<file path="src/rtl/mdio_pkg.sv">
// mdio_pkg: shared register addresses, speed codes,
// sequencer states and the per-PHY status bundle.
package mdio_pkg;

    localparam logic [4:0] REG_BMCR = 5'd0;
    localparam logic [4:0] REG_BMSR = 5'd1;

    localparam logic [1:0] SPD_NONE = 2'b00;
    localparam logic [1:0] SPD_10   = 2'b01;
    localparam logic [1:0] SPD_100  = 2'b10;
    localparam logic [1:0] SPD_1000 = 2'b11;

    typedef enum logic [2:0] {
        S_IDLE,
        S_RST_WR,
        S_RD_BMSR,
        S_RD_STAT,
        S_WAIT,
        S_UPDATE
    } state_t;

    typedef enum logic [1:0] {
        OP_RST,
        OP_BMSR,
        OP_STAT
    } op_kind_t;

    typedef struct packed {
        logic       link;
        logic [1:0] spd;
        logic       dup;
    } phy_stat_t;

endpackage

</file>
<file path="src/rtl/mdio_poll_ctrl_if.sv">
// mdio_poll_ctrl_if: op handshake between the poll
// sequencer and the MDIO bit-level driver.
interface mdio_poll_ctrl_if;
    logic        op_exec;
    logic        op_rh_wl;
    logic [4:0]  op_phy_addr;
    logic [4:0]  op_addr;
    logic [15:0] op_wr_data;
    logic        op_done;
    logic [15:0] op_rd_data;
    logic        op_rd_ack;

    modport master (
        output op_exec, op_rh_wl, op_phy_addr,
        output op_addr, op_wr_data,
        input  op_done, op_rd_data, op_rd_ack
    );

    modport slave (
        input  op_exec, op_rh_wl, op_phy_addr,
        input  op_addr, op_wr_data,
        output op_done, op_rd_data, op_rd_ack
    );
endinterface

</file>
<file path="src/rtl/mdio_status_decode.sv">
// mdio_status_decode: BMSR + PHY status word to
// link/speed/duplex.
import mdio_pkg::*;

module mdio_status_decode (
    input  logic [15:0] bmsr,
    input  logic [15:0] stat,
    output phy_stat_t   st
);

    logic unused_bits;
    assign unused_bits = ^{bmsr[15:6], bmsr[4:3],
                           bmsr[1:0], stat[12:0]};

    // speed field remap; link needs BMSR link bits and a known speed
    always_comb begin
        st = '0;
        case (stat[15:14])
            2'b10:   st.spd = SPD_1000;
            2'b01:   st.spd = SPD_100;
            2'b00:   st.spd = SPD_10;
            default: st.spd = SPD_NONE;
        endcase
        st.link = bmsr[5] & bmsr[2] & (st.spd != SPD_NONE);
        st.dup  = stat[13];
    end

endmodule

</file>
<file path="src/rtl/mdio_poll_ctrl.sv">
// mdio_poll_ctrl: multi-PHY MDIO poll / soft-reset
// sequencer driving one driver transaction at a time.
import mdio_pkg::*;

module mdio_poll_ctrl #(
    parameter int unsigned NUM_PHY        = 1,
    parameter logic [4:0]  PHY_ADDR_BASE  = 5'h01,
    parameter int unsigned POLL_CYCLES    = 1_000_000,
    parameter int unsigned TIMEOUT_CYCLES = 4096,
    parameter logic [15:0] RST_CTRL_VAL   = 16'h9140,
    parameter logic [4:0]  STAT_REG       = 5'h11
) (
    input  logic                 clk,
    input  logic                 rst_n,
    input  logic [NUM_PHY-1:0]   soft_rst_trig,
    mdio_poll_ctrl_if.master     op,
    output logic [NUM_PHY-1:0]   link_up,
    output logic [2*NUM_PHY-1:0] speed,
    output logic [NUM_PHY-1:0]   full_duplex,
    output logic                 link_chg,
    output logic                 op_timeout
);

    state_t             state, state_nxt;
    op_kind_t           kind;
    logic [NUM_PHY-1:0] sy1, sy2, sy3;
    logic [NUM_PHY-1:0] rst_pend, rst_set, rst_clr;
    logic [31:0]        tmr, wd;
    logic               tmr_tc, poll_pend, sweep_act;
    logic               sweep_start, rst_any, issue;
    logic [2:0]         idx, rst_sel, rst_low;
    logic               done_ev, wd_exp, ack_ok;
    logic               bmsr_good, wr_stat;
    logic [15:0]        bmsr_q;
    phy_stat_t          dec, nst, ost;

    mdio_status_decode u_dec (
        .bmsr (bmsr_q),
        .stat (op.op_rd_data),
        .st   (dec)
    );

    assign rst_set     = sy2 & ~sy3;
    assign tmr_tc      = (tmr == 32'(POLL_CYCLES - 1));
    assign sweep_start = (state == S_IDLE) && !rst_any
                         && poll_pend && !sweep_act;
    assign wd_exp      = (state == S_WAIT) && !op.op_done
                         && (wd == 32'(TIMEOUT_CYCLES));
    assign done_ev     = (state == S_WAIT)
                         && (op.op_done || wd_exp);
    assign ack_ok      = op.op_done && !op.op_rd_ack;
    assign bmsr_good   = ack_ok && op.op_rd_data[5]
                         && op.op_rd_data[2];
    assign wr_stat     = done_ev && ((kind == OP_STAT)
                         || (kind == OP_BMSR && !bmsr_good));
    assign nst         = (kind == OP_STAT && ack_ok) ? dec : '0;

    // lowest pending reset, reset-done clear mask, old status of idx
    always_comb begin
        rst_any = |rst_pend;
        rst_low = '0;
        rst_clr = '0;
        ost     = '0;
        for (int i = NUM_PHY - 1; i >= 0; i--) begin
            if (rst_pend[i]) rst_low = 3'(i);
        end
        for (int i = 0; i < NUM_PHY; i++) begin
            rst_clr[i] = done_ev && (kind == OP_RST)
                         && (rst_sel == 3'(i));
            if (idx == 3'(i)) begin
                ost.link = link_up[i];
                ost.spd  = speed[2*i +: 2];
                ost.dup  = full_duplex[i];
            end
        end
    end

    // trigger synchroniser and pending-reset flags
    always_ff @(posedge clk or negedge rst_n) begin
        if (!rst_n) begin
            sy1      <= '0;
            sy2      <= '0;
            sy3      <= '0;
            rst_pend <= '0;
        end else begin
            sy1      <= soft_rst_trig;
            sy2      <= sy1;
            sy3      <= sy2;
            rst_pend <= (rst_pend & ~rst_clr) | rst_set;
        end
    end

    // poll timer, sweep bookkeeping and watchdog
    always_ff @(posedge clk or negedge rst_n) begin
        if (!rst_n) begin
            tmr       <= '0;
            poll_pend <= 1'b0;
            sweep_act <= 1'b0;
            idx       <= '0;
            wd        <= '0;
        end else begin
            tmr       <= tmr_tc ? '0 : tmr + 32'd1;
            poll_pend <= tmr_tc | (poll_pend & ~sweep_start);
            wd        <= (state == S_WAIT) ? wd + 32'd1 : '0;
            if (sweep_start) sweep_act <= 1'b1;
            if (state == S_UPDATE) begin
                if (idx == 3'(NUM_PHY - 1)) begin
                    idx       <= '0;
                    sweep_act <= 1'b0;
                end else begin
                    idx <= idx + 3'd1;
                end
            end
        end
    end

    // FSM state register
    always_ff @(posedge clk or negedge rst_n) begin
        if (!rst_n) state <= S_IDLE;
        else        state <= state_nxt;
    end

    // FSM next state and issue strobe
    always_comb begin
        state_nxt = state;
        issue     = 1'b0;
        case (state)
            S_IDLE: begin
                if (rst_any)
                    state_nxt = S_RST_WR;
                else if (poll_pend || sweep_act)
                    state_nxt = S_RD_BMSR;
            end
            S_RST_WR, S_RD_BMSR, S_RD_STAT: begin
                issue     = 1'b1;
                state_nxt = S_WAIT;
            end
            S_WAIT: begin
                if (done_ev) begin
                    if (kind == OP_RST)
                        state_nxt = S_IDLE;
                    else if (kind == OP_BMSR && bmsr_good)
                        state_nxt = S_RD_STAT;
                    else
                        state_nxt = S_UPDATE;
                end
            end
            S_UPDATE: state_nxt = S_IDLE;
            default:  state_nxt = S_IDLE;
        endcase
    end

    // transaction request registers, held until the next issue
    always_ff @(posedge clk or negedge rst_n) begin
        if (!rst_n) begin
            op.op_exec     <= 1'b0;
            op.op_rh_wl    <= 1'b0;
            op.op_phy_addr <= PHY_ADDR_BASE;
            op.op_addr     <= '0;
            op.op_wr_data  <= '0;
            kind           <= OP_RST;
            rst_sel        <= '0;
        end else begin
            op.op_exec <= issue;
            if (state == S_IDLE && rst_any) rst_sel <= rst_low;
            if (state == S_RST_WR) begin
                op.op_rh_wl    <= 1'b0;
                op.op_phy_addr <= PHY_ADDR_BASE + {2'b00, rst_sel};
                op.op_addr     <= REG_BMCR;
                op.op_wr_data  <= RST_CTRL_VAL;
                kind           <= OP_RST;
            end
            if (state == S_RD_BMSR) begin
                op.op_rh_wl    <= 1'b1;
                op.op_phy_addr <= PHY_ADDR_BASE + {2'b00, idx};
                op.op_addr     <= REG_BMSR;
                kind           <= OP_BMSR;
            end
            if (state == S_RD_STAT) begin
                op.op_rh_wl <= 1'b1;
                op.op_addr  <= STAT_REG;
                kind        <= OP_STAT;
            end
        end
    end

    // per-PHY status, change pulse and sticky timeout
    always_ff @(posedge clk or negedge rst_n) begin
        if (!rst_n) begin
            link_up     <= '0;
            speed       <= '0;
            full_duplex <= '0;
            link_chg    <= 1'b0;
            op_timeout  <= 1'b0;
            bmsr_q      <= '0;
        end else begin
            link_chg   <= wr_stat && (nst != ost);
            op_timeout <= op_timeout | wd_exp;
            if (done_ev && kind == OP_BMSR)
                bmsr_q <= op.op_rd_data;
            if (wr_stat) begin
                for (int i = 0; i < NUM_PHY; i++) begin
                    if (idx == 3'(i)) begin
                        link_up[i]       <= nst.link;
                        speed[2*i +: 2]  <= nst.spd;
                        full_duplex[i]   <= nst.dup;
                    end
                end
            end
        end
    end

endmodule

</file>
<file path="src/flat_wrapper.sv">
// flat-port wrapper written by rule: the top's interface ports become plain ports
module mdio_poll_ctrl_flat 
#(
    parameter int unsigned NUM_PHY        = 1,
    parameter logic [4:0]  PHY_ADDR_BASE  = 5'h01,
    parameter int unsigned POLL_CYCLES    = 1_000_000,
    parameter int unsigned TIMEOUT_CYCLES = 4096,
    parameter logic [15:0] RST_CTRL_VAL   = 16'h9140,
    parameter logic [4:0]  STAT_REG       = 5'h11
)
  (clk, rst_n, soft_rst_trig, link_up, speed, full_duplex, link_chg, op_timeout, op_op_exec, op_op_rh_wl, op_op_phy_addr, op_op_addr, op_op_wr_data, op_op_done, op_op_rd_data, op_op_rd_ack);
  mdio_poll_ctrl_if op_i ();
  input  logic clk;
  input  logic rst_n;
  input  logic [NUM_PHY-1:0] soft_rst_trig;
  output logic [NUM_PHY-1:0] link_up;
  output logic [2*NUM_PHY-1:0] speed;
  output logic [NUM_PHY-1:0] full_duplex;
  output logic link_chg;
  output logic op_timeout;
  output wire logic [$bits(op_i.op_exec)-1:0] op_op_exec;
  output wire logic [$bits(op_i.op_rh_wl)-1:0] op_op_rh_wl;
  output wire logic [$bits(op_i.op_phy_addr)-1:0] op_op_phy_addr;
  output wire logic [$bits(op_i.op_addr)-1:0] op_op_addr;
  output wire logic [$bits(op_i.op_wr_data)-1:0] op_op_wr_data;
  input wire logic [$bits(op_i.op_done)-1:0] op_op_done;
  input wire logic [$bits(op_i.op_rd_data)-1:0] op_op_rd_data;
  input wire logic [$bits(op_i.op_rd_ack)-1:0] op_op_rd_ack;
  assign op_op_exec = op_i.op_exec;
  assign op_op_rh_wl = op_i.op_rh_wl;
  assign op_op_phy_addr = op_i.op_phy_addr;
  assign op_op_addr = op_i.op_addr;
  assign op_op_wr_data = op_i.op_wr_data;
  assign op_i.op_done = op_op_done;
  assign op_i.op_rd_data = op_op_rd_data;
  assign op_i.op_rd_ack = op_op_rd_ack;
  mdio_poll_ctrl #(.NUM_PHY(NUM_PHY), .PHY_ADDR_BASE(PHY_ADDR_BASE), .POLL_CYCLES(POLL_CYCLES), .TIMEOUT_CYCLES(TIMEOUT_CYCLES), .RST_CTRL_VAL(RST_CTRL_VAL), .STAT_REG(STAT_REG)) u_core (.clk(clk), .rst_n(rst_n), .soft_rst_trig(soft_rst_trig), .op(op_i), .link_up(link_up), .speed(speed), .full_duplex(full_duplex), .link_chg(link_chg), .op_timeout(op_timeout));
endmodule
</file>
<file path="config.mk">
export PLATFORM = sky130hd
export DESIGN_NAME = mdio_poll_ctrl_flat
export DESIGN_NICKNAME = d
export VERILOG_FILES = /design/src/rtl/mdio_pkg.sv /design/src/rtl/mdio_poll_ctrl_if.sv /design/src/rtl/mdio_status_decode.sv /design/src/rtl/mdio_poll_ctrl.sv /design/src/flat_wrapper.sv
export SDC_FILE = /design/constraint.sdc
export NUM_CORES = 1
export LEC_CHECK = 0
export CAP_MARGIN = 20
export CORE_AREA = 5 5 126 80
export CTS_CLUSTER_SIZE = 40
export DETAILED_ROUTE_END_ITERATION = 8
export DIE_AREA = 0 0 131 85
export GPL_ROUTABILITY_DRIVEN = 0
export GPL_TIMING_DRIVEN = 0
export PLACE_DENSITY_LB_ADDON = 0.15
export SLEW_MARGIN = 20
export SYNTH_ARGS = -nofsm -noshare
export SYNTH_HDL_FRONTEND = slang
export SYNTH_SLANG_ARGS = --single-unit
</file>
<file path="constraint.sdc">
create_clock -name clk -period 2.7 [get_ports clk]
set_input_delay 0.54 -clock clk [delete_from_list [all_inputs] [get_ports clk]]
set_output_delay 0.54 -clock clk [all_outputs]
set_load 0.02 [all_outputs]
</file>
### Word level (Yosys, flattened, before mapping)

Index checks and enable logic that the tools add are counted.

| word-level totals | value |
|---|---|
| bits in registers | 103 |
| input bits | 21 |
| output and inout bits | 34 |
| word-level logic and storage cells | 112 |

| operators by class | value |
|---|---|
| add/sub/neg operators | 4 |
| eq/ne operators | 14 |
| multiplexer cells | 27 |
| bitwise gates (word level) | 11 |
| reduce and logical (&&, ||, !) cells | 34 |

Operator list:

| cell | number |
|---|---|
| $add 32x1->32 const B | 2 |
| $mux 32 | 2 |
| $eq 32x13->1 const B | 1 |
| $eq 32x20->1 const B | 1 |
| $mux 5 | 5 |
| $mux 3 | 6 |
| $logic_and 1x1->1 | 16 |
| $pmux 3 s3 | 1 |
| $mux 4 | 2 |
| $mux 1 | 7 |
| $eq 3x2->1 const B | 2 |
| $eq 3x3->1 const B | 2 |
| $logic_not 3->1 | 2 |
| $mux 2 | 3 |
| $pmux 2 s3 | 1 |
| $and 1x1->1 | 5 |
| $logic_not 1->1 | 5 |
| $add 1x3->4 const A | 1 |
| $eq 2x1->1 const B | 2 |
| $eq 2x2->1 const B | 2 |
| $logic_not 2->1 | 2 |
| $ne 4x4->1 | 1 |
| $reduce_and 2->1 | 2 |
| $reduce_bool 2->1 | 2 |
| 9 further kinds | 15 |

### Depth between registers and ports, before layout

Gate-level depths: netlist of run 1.

| logic depth | value |
|---|---|
| word-level depth | 9 |
| mapped depth | 7 |
| depth with buffers taken out | 7 |

### Hierarchy

Synthesis of run 1 repeated with hierarchy kept, for this count alone.

| second synthesis, totals | value |
|---|---|
| cell total of the unflattened synthesis | 495 |
| area, all modules | 5312.6 sq um |

Modules (own cells, without submodules):

| module | instances | cells an instance | area an instance (sq um) | sequential area each (sq um) |
|---|---|---|---|---|
| mdio_poll_ctrl | 1 | 486 | 5228.8 | 2678.8 |
| mdio_status_decode | 1 | 9 | 83.8 | 0.0 |

### Least setup slack after synthesis of run 1

Ideal clock, no wire load.

| timing | value |
|---|---|
| path kind | register to register |
| start point | register u_core.wd[0] |
| end point | register u_core.link_up |
| arrival time | 1.770 ns |
| slack | 0.805 ns |
| cell stages (with the launch flop) | 8 |
| buffers on the path | 0 |
| path through | dfrtp_1 inv_1 ha_1 nor4b_1 nand4_1 nor4_4 o21ai_1 mux2_2 |

| between the ends | value |
|---|---|
| word-level cells in the longest chain between the ends | 6 |

Ends and longest elaborated chain:

| item | line | source |
|---|---|---|
| start, declared | mdio_poll_ctrl.sv:28 | `logic [31:0] tmr, wd;` |
| start signal, assigned | mdio_poll_ctrl.sv:104 | `wd <= (state == S_WAIT) ? wd + 32'd1 : '0;` |
| $eq 32x13->1 | mdio_poll_ctrl.sv:48 | `&& (wd == 32'(TIMEOUT_CYCLES));` |
| $logic_and 1x1->1 | mdio_poll_ctrl.sv:48 |  |
| $logic_or 1x1->1 | mdio_poll_ctrl.sv:50 | `&& (op.op_done \|\| wd_exp);` |
| $logic_and 1x1->1 | mdio_poll_ctrl.sv:50 |  |
| $logic_and 1x1->1 | mdio_poll_ctrl.sv:54 | `assign wr_stat = done_ev && ((kind == OP_STAT)` |
| $reduce_and 2->1 (no source line) | - |  |
| end signal, assigned by index | mdio_poll_ctrl.sv:204 | `link_up[i] <= nst.link;` |
| end, declared | mdio_poll_ctrl.sv:17 | `output logic [NUM_PHY-1:0] link_up,` |

No other way between the ends.
A chain may end at the register's enable or synchronous reset.

### Worst setup path in the final report of run 1

Same ends and word-level chain as after synthesis.

==> results.py, run 1 <==
metrics = {
    "place": {
        "pre_cts_ws_ns": 0.363,
        "dpl_cell_area_mm2": 0.00530,
        "detailed_place_hpwl_mm": 7.19,
        "numPortBuffers": 27,
        "dp_cells": 652,
    },
    "sta": {
        "fmax_ghz": 0.446,
        "fin_crit_sh_pct": 83.1,
        "setup_ws_ns": 0.458,
        "clock_skew_ns": 0.00845,
        "finalSetupViolations": 0,
        "setup-tns-final_ns": 0,
        "hold_violations": 0,
        "period_minus_slack_ns": 2.24,
        "slew-limit-headroom_pct": 36.3,
        "slew_violations": 0,
        "whs_ns": 0.0836,
        "rsz0062_at_grt": "false",
        "worstMarginPinSlew_ns": 0.947,
    },
    "setup_path": {
        "worstPathRequired_ns": 2.93,
        "startpoint": "u_core.wd[0]$_DFF_PN0_",
        "reg2reg_slack_ns": 0.46,
        "reg2reg_from": "u_core.wd[0]$_DFF_PN0_",
        "cp-start-kind": "register",
        "cpMaxStageDelayCell": "dfrtp_1",
        "end_kind": "register",
        "worstPathArrival_ns": 2.47,
        "cp_max_fo": 7,
        "r2r-end": "u_core.link_up$_DFFE_PN0P_",
        "crit_path_end": "u_core.link_up$_DFFE_PN0P_",
        "cp_cell_sequence": "inv_1 > ha_1 > nor4b_1 > nand4_1 > nor4_4 > o21ai_1 > mux2_2",
        "cpPeakStageDelay_ns": 0.43,
        "r2r_cells": 7,
        "critPathKind": "reg -> reg",
    },
    "synth": {
        "avgSynthCellArea_um2": 9.73,
        "ys.flop_type": "dfrtp_1",
        "synth_area_mm2": 0.00480,
        "synth_warnings": 0,
        "synthCells": 493,
        "async_flop_share_pct": 100,
        "synth_cell_types": 53,
        "synth-seq-cells": 93,
        "synth_edf_count": 0,
        "yosysSeqAreaShare_pct": 48.5,
    },
    "global_routing": {
        "grt_use_total_pct": 19.0,
        "grt_pass1_vias": 3492,
        "globalRouteMet2Util_pct": 26.2,
        "grt_pass1_wl_mm": 17.0,
        "grt_use_met3_pct": 4.97,
        "grt-ovfl-total": 0,
        "grt_max_degree": 61,
        "top_usage_layer": "met1",
        "antenna_found_initial": 0,
        "met1_usage_pct": 29.5,
    },
    "clock_network": {
        "root_buffer": "clkbuf_16",
        "cts_sinks": 93,
        "htree_levels": 3,
        "tritoncts": "built",
        "cts_max_path_buffers": 2,
        "postCtsResizedCells": 0,
        "insertion_delay_ns": 0.34,
        "hold_buffers": 0,
        "cts-buffers-inserted": 9,
        "clk_pin_slew_ns": 0.07,
        "post_cts_buffers": 0,
    },
    "floorplanning": {
        "ioPinCount": 55,
        "start_util_pct": 54.2,
        "fp.dieH_um": 85,
        "design.core.area_mm2": 0.00885,
        "num_rows": 27,
        "dieArea_mm2": 0.0111,
        "die_w_um": 131,
    },
    "final_layout": {
        "seqCellArea_mm2": 0.00233,
        "final_cell_area_mm2": 0.00559,
        "fill_cells": 735,
        "num_antenna_cells": 0,
        "final_cell_mix": "92 x dfrtp_1, 64 x nor2_1, 30 x nand2_1, 30 x xnor2_1",
        "fin_nets": 576,
        "drive_above_1_share_pct": 10.7,
        "layout_commonest_cell": "dfrtp_1",
        "multiInputGateArea_mm2": 0.00221,
        "stdcell_count": 668,
        "syn2layout_area_growth_pct": 16.6,
    },
    "min_path": {
        "hp-class": "in -> async",
    },
    "routing": {
        "routedWlPerCell_um": 14.4,
        "dr.pass1.iters": 5,
        "finalWirelength_mm": 9.64,
        "ant_nets": 0,
        "viasPerCell": 5.41,
        "via_count": 3613,
        "drc": 0,
        "drtIter0Drc": 310,
    },
    "job": {
        "drv_cap": 0,
    },
    "power_and_ir_drop": {
        "power_density_mw_per_mm2": 561,
        "p_leak_uw": 0.00248,
        "max-vdd-ir-drop_v": 0.000315,
    },
    "status": {
        "status": "complete, no violations",
    },
}
## metal layers
layer / up-vias / share of wire, %
met1: 1730 / 53
li1: 1785 / -
met5: - / 0
met2: 90 / 41
met4: 0 / 0.65
met3: 8 / 5.1
## cell families (layout without fill, tap and decap cells)
family / Yosys count / count (layout) / synth area share, %
AO/OA/AOI/OAI: 48 / 48 / 6.02
XOR/XNOR: 57 / 57 / 10.4
adder cells (fa/ha/maj): 8 / 8 / 2.09
buffers and inverters: 57 / 101 / 6.60
flip-flops: 93 / 93 / 48.5
multiplexers: 7 / 7 / 1.59
other: 1 / 16 / 0.0782
AND/OR/NAND/NOR: 222 / 222 / 24.7
## state kept, by name, summed over array words and instances, names as in the netlist, 2 cells and up
| register | flops |
|---|---|
| u_core.tmr | 32 |
| u_core.op.op_phy_addr | 4 |
| u_core.op.op_addr | 2 |
| u_core.wd | 32 |
| u_core.idx | 3 |
| u_core.speed | 2 |
| u_core.bmsr_q | 2 |
| u_core.state | 3 |
## critical path, delay by kind of cell (launching register included)
| kind | cells | cell delay, ns |
|---|---|---|
| and+or+nand+nor | 3 | 0.91 |
| adders and majority gates | 1 | 0.14 |
| buffers and inverters | 1 | 0.08 |
| DFF | 1 | 0.43 |
| AOI/OAI and AO/OA | 1 | 0.25 |
| muxes | 1 | 0.32 |
## synth_stat cells, types with 4 or more instances
cell type   n  area (µm²)
clkbuf_1    8        30.0
nand2_1    30         113
nand4_1    15        93.8
nand3_1    27         135
o21ai_0    18        90.1
and3_1     11        68.8
inv_1      23        86.3
nor2b_1     5        31.3
or3_1       6        37.5
and4_1      5        43.8
nor4b_1     4        35.0
dfrtp_1    92        2300
nor4_1     18         113
nand2b_1    6        37.5
xnor2_1    30         263
mux2_2      5        56.3
nor3_1     14        70.1
buf_4      23         173
xor2_1     27         236
a21oi_1    11        55.1
nor2_1     64         240
ha_1        8         100
## stage by stage
| step | util, % | total power [µW] |
|---|---|---|
| finish | 63.2 | 3140 |
| detailed placement | 59.9 | 1910 |
| CTS | 63.2 | 3170 |
| global placement | 59.5 | 1900 |
| floorplan | - | 1770 |
| global route | 63.2 | 3310 |
## how the worst min path moves through the flow
stage | from | to | slack, ns | cells past startpoint
after detailed placement | u_core.sy1$_DFF_PN0_ | u_core.sy2$_DFF_PN0_ | 0.35 | 0
after global placement | u_core.sy1$_DFF_PN0_ | u_core.sy2$_DFF_PN0_ | 0.33 | 0
after floorplan | rst_n | u_core.bmsr_q[2]$_DFFE_PN0P_ | 0.24 | 0
after global routing | rst_n | u_core.tmr[23]$_DFF_PN0_ | 0.10 | 1
after CTS | rst_n | u_core.tmr[23]$_DFF_PN0_ | 0.09 | 1
final | rst_n | u_core.tmr[23]$_DFF_PN0_ | 0.08 | 1
## power by group
group	switching, µW	total (µW)	internal [µW]
Combinational	294	424	130
Sequential	32.9	1470	1430
Clock	506	1250	740
Total	832	3140	2300
## area by class of cell
cell class,count,area share (%)
flip-flops and latches,93,41.6
clock inverters,4,0.850
clock buffers,12,4.41
well taps,116,2.60
multi-input cells,358,39.5
repair buffers,28,5.35
plain buffers,34,4.12
inverters,23,1.54
No activity file was read; power rests on OpenSTA's default activity.
==> run 2: changes to the inputs <==
- clock period: 2.7 -> 2.28 ns (I/O delays scaled with it)
==> run 2 against run 1 <==
  * The run now ends with negative hold slack left
  * Design area rose by 0.67%
  * Wire length rose by 1.3%
  * Flip-flop and latch count did not move
  * Die area did not move
  * Sequential power rose by 18%
  * Hold slack got worse by 0.085 ns
  * Power rose by 19%
  * Clock-buffer cell count did not move
  * Non-clock buffer count rose by 2
  * Global-route usage did not move
  * Critical path depth fell by 1
  * Critical endpoint is now u_core.bmsr_q[5]$_DFFE_PN0P_
  * Largest cell class unchanged
  * Highest routed layer unchanged
==> results.py, run 2 (synthesis gave the netlist of run 1 again) <==
metrics = {
    "status": {
        "status": "finished with violations",
        "violations": "negative hold slack",
    },
    "routing": {
        "viasPerCell": 5.40,
        "finalWirelength_mm": 9.77,
        "ant_nets": 0,
        "drtIter0Drc": 357,
        "drc": 0,
        "via_count": 3616,
        "routedWlPerCell_um": 14.6,
        "dr.pass1.iters": 4,
    },
    "final_layout": {
        "num_antenna_cells": 0,
        "fin_nets": 578,
        "syn2layout_area_growth_pct": 17.3,
        "drive_above_1_share_pct": 11.9,
        "layout_commonest_cell": "dfrtp_1",
        "final_cell_mix": "92 x dfrtp_1, 64 x nor2_1, 30 x nand2_1, 30 x xnor2_1",
        "reg.largest.list": "u_core.tmr x32, u_core.wd x32, u_core.op.op_phy_addr x4",
    },
    "power_and_ir_drop": {
        "p_leak_uw": 0.00250,
        "max-vdd-ir-drop_v": 0.000380,
        "power_density_mw_per_mm2": 661,
    },
    "global_routing": {
        "grt_use_total_pct": 19.0,
        "grt_max_degree": 61,
        "grt-ovfl-total": 0,
        "grt_pass1_vias": 3492,
        "grt_pass1_wl_mm": 17.0,
        "antenna_found_initial": 0,
    },
    "clock_network": {
        "tritoncts": "built",
        "cts_max_path_buffers": 2,
        "cts-buffers-inserted": 9,
        "root_buffer": "clkbuf_16",
        "insertion_delay_ns": 0.34,
        "htree_levels": 3,
        "cts_sinks": 93,
        "clk_pin_slew_ns": 0.07,
        "hold_buffers": 0,
    },
    "floorplanning": {
        "design.core.area_mm2": 0.00885,
        "num_rows": 27,
        "dieArea_mm2": 0.0111,
        "start_util_pct": 54.2,
        "die_w_um": 131,
        "fp.dieH_um": 85,
        "ioPinCount": 55,
    },
    "setup_path": {
        "critPathKind": "reg -> reg",
        "worstPathRequired_ns": 2.51,
        "worstPathArrival_ns": 2.31,
        "end_kind": "register",
        "cp_cell_sequence": "clkbuf_1 > nor2_2 > nand2_2 > nor4_4 > o21ai_1 > mux2_2",
        "cp-start-kind": "register",
        "cp_max_fo": 8,
        "cpPeakStageDelay_ns": 0.47,
        "cp_num_buf_inv": 1,
        "path_delay_family": "simple AND/OR/NAND/NOR gates",
        "cpMaxStageDelayCell": "nor4_4",
    },
    "place": {
        "numPortBuffers": 27,
        "detailed_place_hpwl_mm": 7.19,
    },
    "sta": {
        "hold_violations": 3,
        "fin_crit_sh_pct": 91.4,
        "whs_ns": -0.00163,
        "clock_skew_ns": 0.00546,
        "worstMarginPinSlew_ns": 0.848,
        "period_minus_slack_ns": 2.08,
        "finalSetupViolations": 0,
        "fmax_ghz": 0.480,
        "slew_violations": 0,
        "slew-limit-headroom_pct": 42.9,
        "setup-tns-final_ns": 0,
        "rsz0062_at_grt": "false",
    },
    "job": {
        "drv_cap": 0,
    },
    "min_path": {
        "hp-class": "in -> async",
    },
}
run 2: area by class of cell:
class,count,area (µm²)
plain buffers,34,231
multi-input cells,358,2230
flip-flops and latches,93,2330
clock buffers,12,246
well taps,116,145
inverters,23,86.3
clock inverters,4,47.5
repair buffers,30,314
fillers,726,3220
run 2: worst reg2reg max path: stages (launching register included):
cell and delay [ns]:
dfrtp_1 0.37, clkbuf_1 0.20, nor2_2 0.26, nand2_2 0.20
nor4_4 0.47, o21ai_1 0.19, mux2_2 0.30
run 2: report_power, final:
group / internal [µW] / switching (µW) / total [µW] / leakage, µW
registers: 1700 / 39.5 / 1740 / 0.00125
clock network: 877 / 602 / 1480 / 0.000143
logic: 154 / 351 / 505 / 0.00110
total: 2730 / 993 / 3720 / 0.00250
run 2: metrics by stage:
| stage | cell area [µm²] | total power, µW | setup slack (ns) | cells | utilization, % |
|---|---|---|---|---|---|
| after floorplan | 4850 | 2090 | 0.385 | 508 | - |
| after global placement | 5270 | 2250 | -2.70 | 651 | 59.5 |
| after detailed placement | 5300 | 2270 | 0.0187 | 652 | 59.9 |
| after CTS | 5590 | 3750 | 0.0189 | 668 | 63.2 |
| after global routing | 5630 | 3920 | 0.0281 | 670 | 63.6 |
| final | 5630 | 3720 | 0.197 | 670 | 63.6 |
run 2: final timing paths:
| kind | start | endpoint | slack (ns) | cells past startpoint |
|---|---|---|---|---|
| setup reg to reg | u_core.state[1]$_DFFE_PN0P_ | u_core.bmsr_q[5]$_DFFE_PN0P_ | 0.20 | 6 |
| hold / removal | rst_n | u_core.tmr[15]$_DFF_PN0_ | -0.002 | 1 |
| setup / recovery | u_core.state[1]$_DFFE_PN0P_ | u_core.bmsr_q[5]$_DFFE_PN0P_ | 0.20 | 6 |
| min in group clk | u_core.sy1$_DFF_PN0_ | u_core.sy2$_DFF_PN0_ | 0.35 | 0 |
| hold reg to reg | u_core.sy1$_DFF_PN0_ | u_core.sy2$_DFF_PN0_ | 0.35 | 0 |
| max in group asynchronous | rst_n | u_core.op.op_phy_addr[0]$_DFFE_PN1P_ | 1.64 | 2 |
run 2: routing by layer:
| metal | wire, µm | vias up | global-route usage, % |
|---|---|---|---|
| li1 | - | 1792 | - |
| met4 | 48 | 0 | 4.48 |
| met2 | 4040 | 84 | 26.2 |
| met3 | 584 | 6 | 4.97 |
| met5 | 0 | - | 0 |
| met1 | 5090 | 1734 | 29.5 |
run 2: timing repair:
item / 4_1_cts / 5_1_grt
setup buffers: 0 / 2
endpoints found under the hold margin: 0 / 0
endpoints found under the setup margin: 0 / 21
resized for setup: 0 / 6
==> run 3: changes to the inputs <==
- CTS_CLUSTER_DIAMETER: unset -> 150
- HOLD_SLACK_MARGIN: unset -> 0.02
==> run 3 against run 2 <==
  * The flow now finishes without violations
  * Combinational power about the same
  * Sequential power about the same
  * Fmax about the same
  * Register-to-register slack about the same
  * Highest routed layer unchanged
==> results.py, run 3 (synthesis gave the netlist of run 1 again) <==
metrics = {
    "sta": {
        "fmax_ghz": 0.480,
        "hold_violations": 0,
        "worstMarginPinSlew_ns": 0.844,
        "fin_crit_sh_pct": 91.3,
        "slew_violations": 0,
        "rsz0062_at_grt": "false",
        "slew-limit-headroom_pct": 43.2,
        "clock_skew_ns": 0.00751,
        "setup_ws_ns": 0.199,
        "finalSetupViolations": 0,
        "setup-tns-final_ns": 0,
        "period_minus_slack_ns": 2.08,
    },
    "setup_path": {
        "r2r-end": "u_core.bmsr_q[5]$_DFFE_PN0P_",
        "cp-start-kind": "register",
        "crit_path_end": "u_core.bmsr_q[5]$_DFFE_PN0P_",
        "reg2reg_slack_ns": 0.20,
        "cp_cell_sequence": "clkbuf_1 > nor2_2 > nand2_2 > nor4_4 > o21ai_1 > mux2_2",
        "cp_num_buf_inv": 1,
        "reg2reg_from": "u_core.state[1]$_DFFE_PN0P_",
        "end_kind": "register",
        "worstPathArrival_ns": 2.31,
        "worstPathRequired_ns": 2.51,
        "startpoint": "u_core.state[1]$_DFFE_PN0P_",
        "cp_max_fo": 8,
        "path_delay_family": "simple AND/OR/NAND/NOR gates",
        "crit_cells": 6,
        "cpMaxStageDelayCell": "nor4_4",
        "critPathKind": "reg -> reg",
        "cpPeakStageDelay_ns": 0.47,
        "r2r_cells": 6,
    },
    "status": {
        "status": "complete, no violations",
    },
    "floorplanning": {
        "ioPinCount": 55,
        "start_util_pct": 54.2,
        "dieArea_mm2": 0.0111,
        "design.core.area_mm2": 0.00885,
        "die_w_um": 131,
        "num_rows": 27,
        "fp.dieH_um": 85,
    },
    "routing": {
        "routedWlPerCell_um": 14.6,
        "wl_met3_um": 523,
        "via_count": 3621,
        "wl_met1_mm": 5.15,
        "ant_nets": 0,
        "dr_wl_met2_mm": 4.06,
        "finalWirelength_mm": 9.78,
        "dr.pass1.iters": 4,
        "highest_layer": "met4",
        "drtIter0Drc": 372,
        "viasPerCell": 5.40,
        "drc": 0,
    },
    "clock_network": {
        "root_buffer": "clkbuf_16",
        "cts-buffers-inserted": 9,
        "insertion_delay_ns": 0.34,
        "cts_max_path_buffers": 2,
        "clk_pin_slew_ns": 0.07,
        "tritoncts": "built",
        "htree_levels": 3,
        "cts_sinks": 93,
    },
    "final_layout": {
        "final_cell_mix": "92 x dfrtp_1, 64 x nor2_1, 30 x nand2_1, 30 x xnor2_1",
        "reg.largest.list": "u_core.tmr x32, u_core.wd x32, u_core.op.op_phy_addr x4",
        "multiInputGateArea_mm2": 0.00223,
        "drive_above_1_share_pct": 11.9,
        "stdcell_count": 671,
        "layout_commonest_cell": "dfrtp_1",
        "fill_cells": 725,
        "num_antenna_cells": 0,
        "seqCellArea_mm2": 0.00233,
        "fin_util_pct": 63.7,
        "syn2layout_area_growth_pct": 17.5,
        "fin_nets": 579,
    },
    "power_and_ir_drop": {
        "p_sw_share_pct": 26.8,
        "power_density_mw_per_mm2": 661,
        "pwr-share-clk_pct": 39.8,
        "power_frac_seq_pct": 46.6,
        "p_leak_uw": 0.00250,
        "max-vdd-ir-drop_v": 0.000379,
        "power_switching_uw": 997,
        "comb_power_share_pct": 13.6,
        "power.internal_uw": 2730,
        "power.total_uw": 3730,
    },
    "place": {
        "pre_cts_ws_ns": 0.0187,
        "dp_cells": 652,
        "detailed_place_hpwl_mm": 7.19,
        "numPortBuffers": 27,
    },
    "global_routing": {
        "grt_max_degree": 61,
        "grt_pass1_wl_mm": 17.1,
        "grt-ovfl-total": 0,
        "antenna_found_initial": 0,
        "grt_use_total_pct": 19.0,
        "grt_pass1_vias": 3487,
    },
    "min_path": {
        "hp-class": "reg -> reg",
    },
    "job": {
        "drv_cap": 0,
    },
}
==> run 3: cell types whose count changed in the layout (fill, tap and decap cells not counted) <==
cell,previous run,this run
dlygate4sd3_1,0,1
==> run 3: power groups by stage <==
stage               registers, µW  clock network [µW]  logic (µW)
floorplan                    1770                   0         323
global placement             1770                   0         487
detailed placement           1770                   0         501
CTS                          1740                1520         504
global route                 1740                1610         574
finish                       1740                1480         506
==> run 3: per-stage QoR <==
stage          area [µm²]  hold slack (ns)
2_1_floorplan        4850            0.160
3_3_place_gp         5270            0.334
3_5_place_dp         5300            0.348
4_1_cts              5600            0.362
5_1_grt              5640            0.369
6_report             5640            0.355
==> run 3: worst min path at each step <==
stage,start,end,slack (ns),cells past startpoint
finish,u_core.sy1$_DFF_PN0_,u_core.sy2$_DFF_PN0_,0.36,0
global route,u_core.sy1$_DFF_PN0_,u_core.sy2$_DFF_PN0_,0.37,0
CTS,u_core.sy1$_DFF_PN0_,u_core.sy2$_DFF_PN0_,0.36,0
detailed placement,u_core.sy1$_DFF_PN0_,u_core.sy2$_DFF_PN0_,0.35,0
global placement,u_core.sy1$_DFF_PN0_,u_core.sy2$_DFF_PN0_,0.33,0
floorplan,rst_n,u_core.bmsr_q[2]$_DFFE_PN0P_,0.16,0
==> run 3: layout make-up <==
type,count,area share [%]
inverters,23,1.53
repair buffers,31,5.75
multi-input cells,358,39.6
plain buffers,34,4.10
clock inverters,4,0.843
flip-flops and latches,93,41.3
clock buffers,12,4.37
well taps,116,2.57
==> run 3: worst reg2reg max path: stages, from the launching register on <==
cell and delay [ns]:
dfrtp_1 0.37, clkbuf_1 0.20, nor2_2 0.26, nand2_2 0.20
nor4_4 0.47, o21ai_1 0.19, mux2_2 0.30
==> run 3: per-layer routing <==
| metal | track usage (%) | up-vias |
|---|---|---|
| li1 | - | 1792 |
| met1 | 29.6 | 1740 |
| met2 | 26.4 | 85 |
| met3 | 4.97 | 4 |
| met4 | 4.39 | 0 |
| met5 | 0 | - |
==> run 3: timing repair <==
action,CTS,global route
setup buffers,0,2
hold buffers,1,0
endpoints found under the hold margin,33,0
gates resized for setup,0,6
setup endpoints to repair,0,21
